**config.mk**
```make
export PLATFORM = sky130hd
export DESIGN_NAME = ddr3_app_arbiter
export DESIGN_NICKNAME = d
export VERILOG_FILES = /design/src/rtl/ddr3_app_arbiter.sv
export SDC_FILE = /design/constraint.sdc
export NUM_CORES = 1
export LEC_CHECK = 0
export BUFFER_PORTS_ARGS = -buffer_cell sky130_fd_sc_hd__buf_2
export CAP_MARGIN = 15
export CORE_AREA = 5 5 362 364
export CTS_CLUSTER_SIZE = 8
export DETAILED_ROUTE_END_ITERATION = 8
export DIE_AREA = 0 0 367 369
export HOLD_SLACK_MARGIN = 0.02
export PLACE_DENSITY_LB_ADDON = 0.1
export SLEW_MARGIN = 15
export SYNTH_ARGS = -nofsm -noshare
export SYNTH_HDL_FRONTEND = slang
export SYNTH_SLANG_ARGS = --single-unit
```
**constraint.sdc**
```tcl
create_clock -name clk -period 3.6 [get_ports clk]
set_input_delay 0.36 -clock clk [delete_from_list [all_inputs] [get_ports clk]]
set_output_delay 0.36 -clock clk [all_outputs]
set_load 0.03 [all_outputs]
```
**src/rtl/ddr3_app_arbiter.sv**
```systemverilog
// Two-port arbiter in front of the Gowin DDR3 controller application interface.
// Whole transactions are granted round-robin; write beats are steered from the
// granted port, and in-order read returns are routed back through a tag FIFO.
module ddr3_app_arbiter #(
    parameter int unsigned ADDR_W    = 27,
    parameter int unsigned DATA_W    = 128,
    parameter int unsigned MASK_W    = 16,
    parameter int unsigned BURST_W   = 6,
    parameter int unsigned TAG_DEPTH = 8
) (
    input  logic               clk,
    input  logic               rstn,
    input  logic               init_calib_complete,

    // Requester port 0
    input  logic               p0_cmd_en,
    input  logic [2:0]         p0_cmd,
    input  logic [ADDR_W-1:0]  p0_addr,
    input  logic [BURST_W-1:0] p0_burst_number,
    output logic               p0_cmd_rdy,
    input  logic               p0_wdata_en,
    input  logic [DATA_W-1:0]  p0_wdata,
    input  logic [MASK_W-1:0]  p0_wdata_mask,
    output logic               p0_wdata_rdy,
    output logic [DATA_W-1:0]  p0_rdata,
    output logic               p0_rdata_valid,
    output logic               p0_rdata_end,

    // Requester port 1
    input  logic               p1_cmd_en,
    input  logic [2:0]         p1_cmd,
    input  logic [ADDR_W-1:0]  p1_addr,
    input  logic [BURST_W-1:0] p1_burst_number,
    output logic               p1_cmd_rdy,
    input  logic               p1_wdata_en,
    input  logic [DATA_W-1:0]  p1_wdata,
    input  logic [MASK_W-1:0]  p1_wdata_mask,
    output logic               p1_wdata_rdy,
    output logic [DATA_W-1:0]  p1_rdata,
    output logic               p1_rdata_valid,
    output logic               p1_rdata_end,

    // Controller application interface
    output logic               app_cmd_en,
    output logic [2:0]         app_cmd,
    output logic [ADDR_W-1:0]  app_addr,
    output logic [BURST_W-1:0] app_burst_number,
    input  logic               app_cmd_rdy,
    output logic               app_wdata_en,
    output logic               app_wdata_end,
    output logic [DATA_W-1:0]  app_wdata,
    output logic [MASK_W-1:0]  app_wdata_mask,
    input  logic               app_wdata_rdy,
    input  logic               app_rdata_valid,
    input  logic               app_rdata_end,
    input  logic [DATA_W-1:0]  app_rdata,

    output logic               err_orphan_rdata
);

    // TAG_DEPTH is a power of two >= 2, so pointers wrap naturally.
    localparam int unsigned PtrW = $clog2(TAG_DEPTH);
    localparam int unsigned CntW = PtrW + 1;

    localparam logic [2:0] CmdWrite = 3'b000;
    localparam logic [2:0] CmdRead  = 3'b001;

    typedef enum logic [1:0] {
        StIdle,
        StCmd,
        StWdata
    } state_e;

    state_e             state_q, state_d;
    logic               rr_q, rr_d;
    logic               gnt_q, gnt_d;
    logic [2:0]         cmd_q, cmd_d;
    logic [ADDR_W-1:0]  addr_q, addr_d;
    logic [BURST_W-1:0] burst_q, burst_d;
    logic [BURST_W-1:0] beat_q, beat_d;
    logic               err_q, err_d;

    // Tag FIFO: one entry per outstanding read command, holding the issuing port.
    logic               tag_mem_q [TAG_DEPTH];
    logic [PtrW-1:0]    wr_ptr_q, rd_ptr_q;
    logic [CntW-1:0]    count_q;
    logic               fifo_full, fifo_empty;
    logic               head_tag;
    logic               push, push_ok, pop;
    logic               set_err, orphan;

    logic               elig0, elig1, pick;
    logic               sel_wdata_en;
    logic [DATA_W-1:0]  sel_wdata;
    logic [MASK_W-1:0]  sel_wdata_mask;
    logic               last_beat;

    assign fifo_full  = (count_q == CntW'(TAG_DEPTH));
    assign fifo_empty = (count_q == '0);
    assign head_tag   = tag_mem_q[rd_ptr_q];

    // A full FIFO can still take a push in a cycle where the head is retired.
    assign push_ok = push & (~fifo_full | pop);
    assign pop     = app_rdata_valid & app_rdata_end & ~fifo_empty;
    assign orphan  = app_rdata_valid & fifo_empty;

    // Reads are only eligible with tag space; writes are always eligible.
    assign elig0 = p0_cmd_en & ((p0_cmd != CmdRead) | ~fifo_full);
    assign elig1 = p1_cmd_en & ((p1_cmd != CmdRead) | ~fifo_full);

    assign sel_wdata_en   = gnt_q ? p1_wdata_en   : p0_wdata_en;
    assign sel_wdata      = gnt_q ? p1_wdata      : p0_wdata;
    assign sel_wdata_mask = gnt_q ? p1_wdata_mask : p0_wdata_mask;
    assign last_beat      = (beat_q == burst_q);

    assign p0_rdata         = app_rdata;
    assign p1_rdata         = app_rdata;
    assign err_orphan_rdata = err_q;

    // Round-robin pick: rr pointer only matters when both ports are eligible.
    always_comb begin
        pick = 1'b0;
        if (elig0 && elig1) begin
            pick = rr_q;
        end else begin
            pick = elig1;
        end
    end

    // Transaction FSM next-state and app-side outputs.
    always_comb begin
        state_d          = state_q;
        rr_d             = rr_q;
        gnt_d            = gnt_q;
        cmd_d            = cmd_q;
        addr_d           = addr_q;
        burst_d          = burst_q;
        beat_d           = beat_q;
        push             = 1'b0;
        set_err          = 1'b0;
        app_cmd_en       = 1'b0;
        app_cmd          = '0;
        app_addr         = '0;
        app_burst_number = '0;
        app_wdata_en     = 1'b0;
        app_wdata_end    = 1'b0;
        app_wdata        = '0;
        app_wdata_mask   = '0;
        p0_cmd_rdy       = 1'b0;
        p1_cmd_rdy       = 1'b0;
        p0_wdata_rdy     = 1'b0;
        p1_wdata_rdy     = 1'b0;

        unique case (state_q)
            StIdle: begin
                if (init_calib_complete && (elig0 || elig1)) begin
                    gnt_d   = pick;
                    rr_d    = ~pick;
                    cmd_d   = pick ? p1_cmd : p0_cmd;
                    addr_d  = pick ? p1_addr : p0_addr;
                    burst_d = pick ? p1_burst_number : p0_burst_number;
                    state_d = StCmd;
                end
            end

            StCmd: begin
                app_cmd_en       = 1'b1;
                app_cmd          = cmd_q;
                app_addr         = addr_q;
                app_burst_number = burst_q;
                if (app_cmd_rdy) begin
                    p0_cmd_rdy = ~gnt_q;
                    p1_cmd_rdy = gnt_q;
                    if (cmd_q == CmdRead) begin
                        push    = 1'b1;
                        state_d = StIdle;
                    end else if (cmd_q == CmdWrite) begin
                        beat_d  = '0;
                        state_d = StWdata;
                    end else begin
                        // Unknown opcode is still forwarded but flagged.
                        set_err = 1'b1;
                        state_d = StIdle;
                    end
                end
            end

            StWdata: begin
                app_wdata_en   = sel_wdata_en;
                app_wdata      = sel_wdata;
                app_wdata_mask = sel_wdata_mask;
                app_wdata_end  = sel_wdata_en & last_beat;
                p0_wdata_rdy   = ~gnt_q & app_wdata_rdy;
                p1_wdata_rdy   = gnt_q & app_wdata_rdy;
                if (sel_wdata_en && app_wdata_rdy) begin
                    if (last_beat) begin
                        beat_d  = '0;
                        state_d = StIdle;
                    end else begin
                        beat_d = beat_q + BURST_W'(1);
                    end
                end
            end

            default: begin
                state_d = StIdle;
            end
        endcase
    end

    assign err_d = err_q | set_err | orphan;

    // Read return routing: head tag steers the controller's read beat.
    always_comb begin
        p0_rdata_valid = 1'b0;
        p1_rdata_valid = 1'b0;
        p0_rdata_end   = 1'b0;
        p1_rdata_end   = 1'b0;
        if (!fifo_empty) begin
            p0_rdata_valid = app_rdata_valid & ~head_tag;
            p1_rdata_valid = app_rdata_valid & head_tag;
            p0_rdata_end   = app_rdata_end & ~head_tag;
            p1_rdata_end   = app_rdata_end & head_tag;
        end
    end

    // FSM and latched command registers.
    always_ff @(posedge clk) begin
        if (!rstn) begin
            state_q <= StIdle;
            rr_q    <= 1'b0;
            gnt_q   <= 1'b0;
            cmd_q   <= '0;
            addr_q  <= '0;
            burst_q <= '0;
            beat_q  <= '0;
            err_q   <= 1'b0;
        end else begin
            state_q <= state_d;
            rr_q    <= rr_d;
            gnt_q   <= gnt_d;
            cmd_q   <= cmd_d;
            addr_q  <= addr_d;
            burst_q <= burst_d;
            beat_q  <= beat_d;
            err_q   <= err_d;
        end
    end

    // Tag FIFO pointers and occupancy.
    always_ff @(posedge clk) begin
        if (!rstn) begin
            wr_ptr_q <= '0;
            rd_ptr_q <= '0;
            count_q  <= '0;
        end else begin
            if (push_ok) begin
                wr_ptr_q <= wr_ptr_q + PtrW'(1);
            end
            if (pop) begin
                rd_ptr_q <= rd_ptr_q + PtrW'(1);
            end
            if (push_ok && !pop) begin
                count_q <= count_q + CntW'(1);
            end else if (!push_ok && pop) begin
                count_q <= count_q - CntW'(1);
            end
        end
    end

    // Tag storage; contents are don't-care while the pointers say empty.
    always_ff @(posedge clk) begin
        if (push_ok) begin
            tag_mem_q[wr_ptr_q] <= gnt_q;
        end
    end

endmodule

```
# == After elaboration in Yosys (flattened, before gate mapping) ==
# Memories as Yosys holds them, arrays and structs flattened. A register that Yosys moved wholly into a read port is not among the register bits.
# Cells that the tools add are included.
# word_totals
register_bits,57
ram_bits,8
output_inout_bits,448
memories,1
# memory_table
memory,words,width,rd,rd_ports_with_merged_regs,write_ports,line_no,source
tag_mem_q,8,1,1,1,1,84,logic tag_mem_q [TAG_DEPTH];
# op_classes
n_addsub,5
eq_ne,13
n_mux,51
bitwise_logic,23
n_reduce_logical,16
# ops
cell,count
2-to-1 mux 128 bit,2
2-to-1 mux 27 bit,2
2-to-1 mux 6 bit,7
2-to-1 mux 16 bit,2
2-to-1 mux 1 bit,24
bitwise AND 1 bit,13
2-to-1 mux 2 bit,6
2-to-1 mux 3 bit,4
inequality test 2 bit (second input constant),6
one-hot mux 6 bit (2 select lines),1
2-to-1 mux 4 bit,2
adder 3 x 1 -> 3 bit (second input constant),2
adder 6 x 1 -> 6 bit (second input constant),1
== test 6 bit,1
inequality test 3 x 1 -> 1 bit (second input constant),2
one-hot mux 2 bit (3 select lines),1
logical AND 1 bit,5
inverter 1 bit,5
bitwise OR 1 bit,5
AND reduction 5 bit,1
adder 4 x 1 -> 4 bit (second input constant),1
== test 4 bit (second input constant),1
logical NOT 4 bit,1
AND reduction 4 bit,1
10 further kinds,12

# == Longest topological paths before layout ==
# logic_depth
word_depth,9
ltp_mapped,10
mapped_depth_nobuf,10

# == Worst setup path before layout ==
# No wires, ideal clock.
# synth_timing
path_kind,register to register
startpoint,register cmd_q[1]
endpoint,register count_q[3]
setup_ps,76
t_arrival_ps,2496
t_required_ps,3524
slack_ps,1028
stages_incl_launch_ff,11
n_path_buf,0
synth_period_minus_slack_ps,2572
cell_sequence,dfxtp_1 -> or3b_2 -> a211oi_2 -> ha_1 -> inv_1 -> ha_1 -> a21o_1 -> a21oi_1 -> xnor2_1 -> or3_1 -> a21boi_0
# synth_via
elab_chain_cells,8
# synth_lines
element,line_no,source
from (decl),77,"logic [2:0] cmd_q, cmd_d;"
from (signal assigned),242,cmd_q <= cmd_d;
== test 3 x 1 -> 1 bit *,174,if (cmd_q == CmdRead) begin
2-to-1 mux 1 bit *,174,
2-to-1 mux 1 bit *,171,if (app_cmd_rdy) begin
2-to-1 mux 1 bit *,154,unique case (state_q)
bitwise AND 1 bit *,103,assign push_ok = push & (~fifo_full | pop);
via push_ok,89,"logic push, push_ok, pop;"
logical NOT 1 bit,265,end else if (!push_ok && pop) begin
logical AND 1 bit,265,
nonzero test 2 bit (no line),-,
to (signal assigned),264,count_q <= count_q + CntW'(1);
to (signal assigned),266,count_q <= count_q - CntW'(1);
to (decl),86,logic [CntW-1:0] count_q;
# The timed path passes the listed nets; every way through them passes the cells marked *.
# A chain may end at the register's enable or synchronous reset.

# == Worst setup path after layout ==
# layout_timing
startpoint,register count_q[0]
endpoint,register count_q[3]
# layout_via
elab_chain_cells,8
# layout_lines
element,line_no,source
logical NOT 4 bit,99,assign fifo_empty = (count_q == '0);
inverter 1 bit,104,assign pop = app_rdata_valid & app_rdata_end & ~fifo_empty;
bitwise AND 1 bit,104,
bitwise OR 1 bit *,103,
bitwise AND 1 bit *,103,
via push_ok,89,
logical NOT 1 bit,265,
logical AND 1 bit,265,
nonzero test 2 bit (no line),-,
# The timed path passes the listed nets; every way through them passes the cells marked *. The select of a mux whose other input is x is not followed.

==> metrics.txt <==
Nets=1773; clk_skew=0.00877 ns; Cell Area, Synth=0.00750 mm2; post-cts resize count=0; synthesized area per cell=7.56 um2; wire per inst=roughly 28 um; Synth-to-Final Area Change=43.9%; WL final=between 80000 and 90000 um; Site Rows=approximately 130; final slew viol count=0; clock root buffer=clkbuf_16; Design Area, Final=0.0108 mm2; antenna violations before repair=129; outcome=completed; storage element area=approximately 0.0014 mm2; Critical Path Fanout Max=6; DRT Pass-1 Iters=5; number of global-route vias before repair=around 8.5k; Yosys top cell area share=0.260; Pwr Density=about 290 mW/mm2; Pleak=0.00461 uW; sequential element share of the synthesized area=0.192; clock-pin slew on the worst setup and hold paths=0.07 ns; commonest non-fill, non-tap cell in the layout=buf_2; met2 GRT Util=0.201; Die X=367 um; final setup TNS=0 ns; top post-synthesis cells by area=buf_4, mux2i_1, dfxtp_1; relative slew slack=0.352; Final Hold Vio Count=0; later-pin clock latency in the skew report=0.36 ns; largest net degree at the start of global routing=66; Hold Crit Class=primary input to flop; unrepaired setup endpoints after global routing=false; synthesized instance count=993; Post-DP Area=0.0104 mm2; Startpoint Class=flop; required time worst endpoint=3.88 ns; residual DRC count=0; ys flop type=dfxtp_1; Seq cells post-synth=68; Post-synth EDFFs=8; Netlist cell types=between 50 and 60; Synth Warn #=0; Worst EP arrival=3.29 ns; CTS tree=yes; gr ovfl total=0; core area=0.127 mm2; DRT iter0 DRCs=approximately 430; post-synth top area cell=buf_4; filler instances=15.0k; final setup vio count=0; Mapped Nets=1499; setup slack, reg-to-reg=0.60 ns; Initial Util=0.0591; # Post-CTS Setup Buffers=0; height of the chip=369 um; DIE AREA=0.135 mm2; worst vdd ir=221 uV; first-pass GRT wire length=approximately 100000 um; routed via count=8272; post-route ant nets=0; H-tree levels=3; DP HPWL=around 76000 um; GRT met1 Usage=0.118; CP Class=flop to flop; IO buf count=about 560; Max Root-Sink Buffers=2; clk sinks=68; Worst-Margin Slew=0.972 ns; Final Cycle Share=0.835; layout cell share with drive strength beyond 1=0.477; via/cell ratio=roughly 2.8; minimum clock period=about 3 ns; cts bufs inserted=9; Hold WS=0.252 ns; GRT Total Usage=0.117; commonest non-fill, non-tap cells in the layout=buf_2, nor2_1, mux2i_1; hold buffers post-CTS=0; Fmax achieved=0.333 GHz; I/O pins=947; multi-input logic area=0.00389 mm2; share of flip-flops with an asynchronous set or reset=0; met3 usage=0.0742; GR peak layer=met2; Final GP Congestion=between 0.8 and 0.9; Setup crit end kind=flop; max cap viols=0
## per-layer routing
metal,vias to the layer above,wire length [um]
li1,3619,-
met5,-,126
met3,275,12100
met4,22,2870
met1,3528,28900
met2,828,39000
## final timing paths
kind                          startpoint                     endpoint  depth (start not counted)
min                           p1_addr[8]       addr_q[8]$_SDFFE_PN0P_                          3
max reg2reg      count_q[0]$_SDFFE_PN0P_      count_q[3]$_SDFFE_PN0P_                         10
min reg2reg  err_orphan_rdata$_SDFF_PN0_  err_orphan_rdata$_SDFF_PN0_                          1
max              count_q[0]$_SDFFE_PN0P_      count_q[3]$_SDFFE_PN0P_                         10
## flip-flops by register name (all words and copies together) (netlist names), 2 cells and up, named ones only
register and flops:
addr_q 27, beat_q 6, burst_q 6, cmd_q 3, count_q 4, rd_ptr_q 3, state_q 2, tag_mem_q 8
wr_ptr_q 3
## synthesized netlist by cell type (9+ instances only)
master,instances
buf_4,260
nor2_1,165
mux2i_1,150
nand2_1,81
dfxtp_1,60
and2_1,43
clkbuf_1,38
o21ai_0,37
a31oi_1,34
buf_1,9
## cell families (layout without fill, tap and decap cells)
| group | after synthesis | count (layout) | synth area share |
|---|---|---|---|
| adders and majority gates | 7 | 7 | 0.0127 |
| and+or+nand+nor | 330 | 330 | 0.194 |
| buffers and inverters | 320 | 599 | 0.291 |
| DFF | 68 | 68 | 0.192 |
| xor gates and xnor gates | 14 | 14 | 0.0163 |
| AOI/OAI and AO/OA | 100 | 100 | 0.0839 |
| muxes | 154 | 154 | 0.209 |
| other | 0 | 18 | 0 |
## stage by stage
step | instances | power, uW | util | worst slack, ns
after detailed placement | 2918 | 2110 | 0.0821 | 0.622
after global routing | 2940 | 3300 | 0.0848 | 0.414
after floorplan | 993 | 2050 | - | 1.03
final | 2952 | 3090 | 0.0850 | 0.595
after global placement | 2918 | 2110 | 0.0821 | 0.597
after CTS | 2934 | 3210 | 0.0847 | 0.604
## power by group
part,switching [uW],internal (uW),total [uW]
Combinational,731,439,1170
Sequential,57.9,828,886
Clock,423,612,1040
## cell type report
cell class | instances | area share
Tap cell | 1662 | 0.193
Multi-Input combinational cell | 605 | 0.361
Sequential cell | 68 | 0.134
Antenna cell | 18 | 0.00417
Inverter | 6 | 0.00209
Clock buffer | 9 | 0.0209
Clock inverter | 7 | 0.00915
Timing Repair Buffer | 577 | 0.277
## worst max-delay path, cell delays in order (launching register included)
cell	delay (ns)
dfxtp_1	0.37
nor4b_1	0.70
a211oi_2	0.28
ha_1	0.30
inv_1	0.12
ha_1	0.24
a21o_1	0.17
a21oi_1	0.18
xnor2_1	0.10
or3_1	0.30
a21boi_0	0.18
No activity file was read; power rests on OpenSTA's default activity.
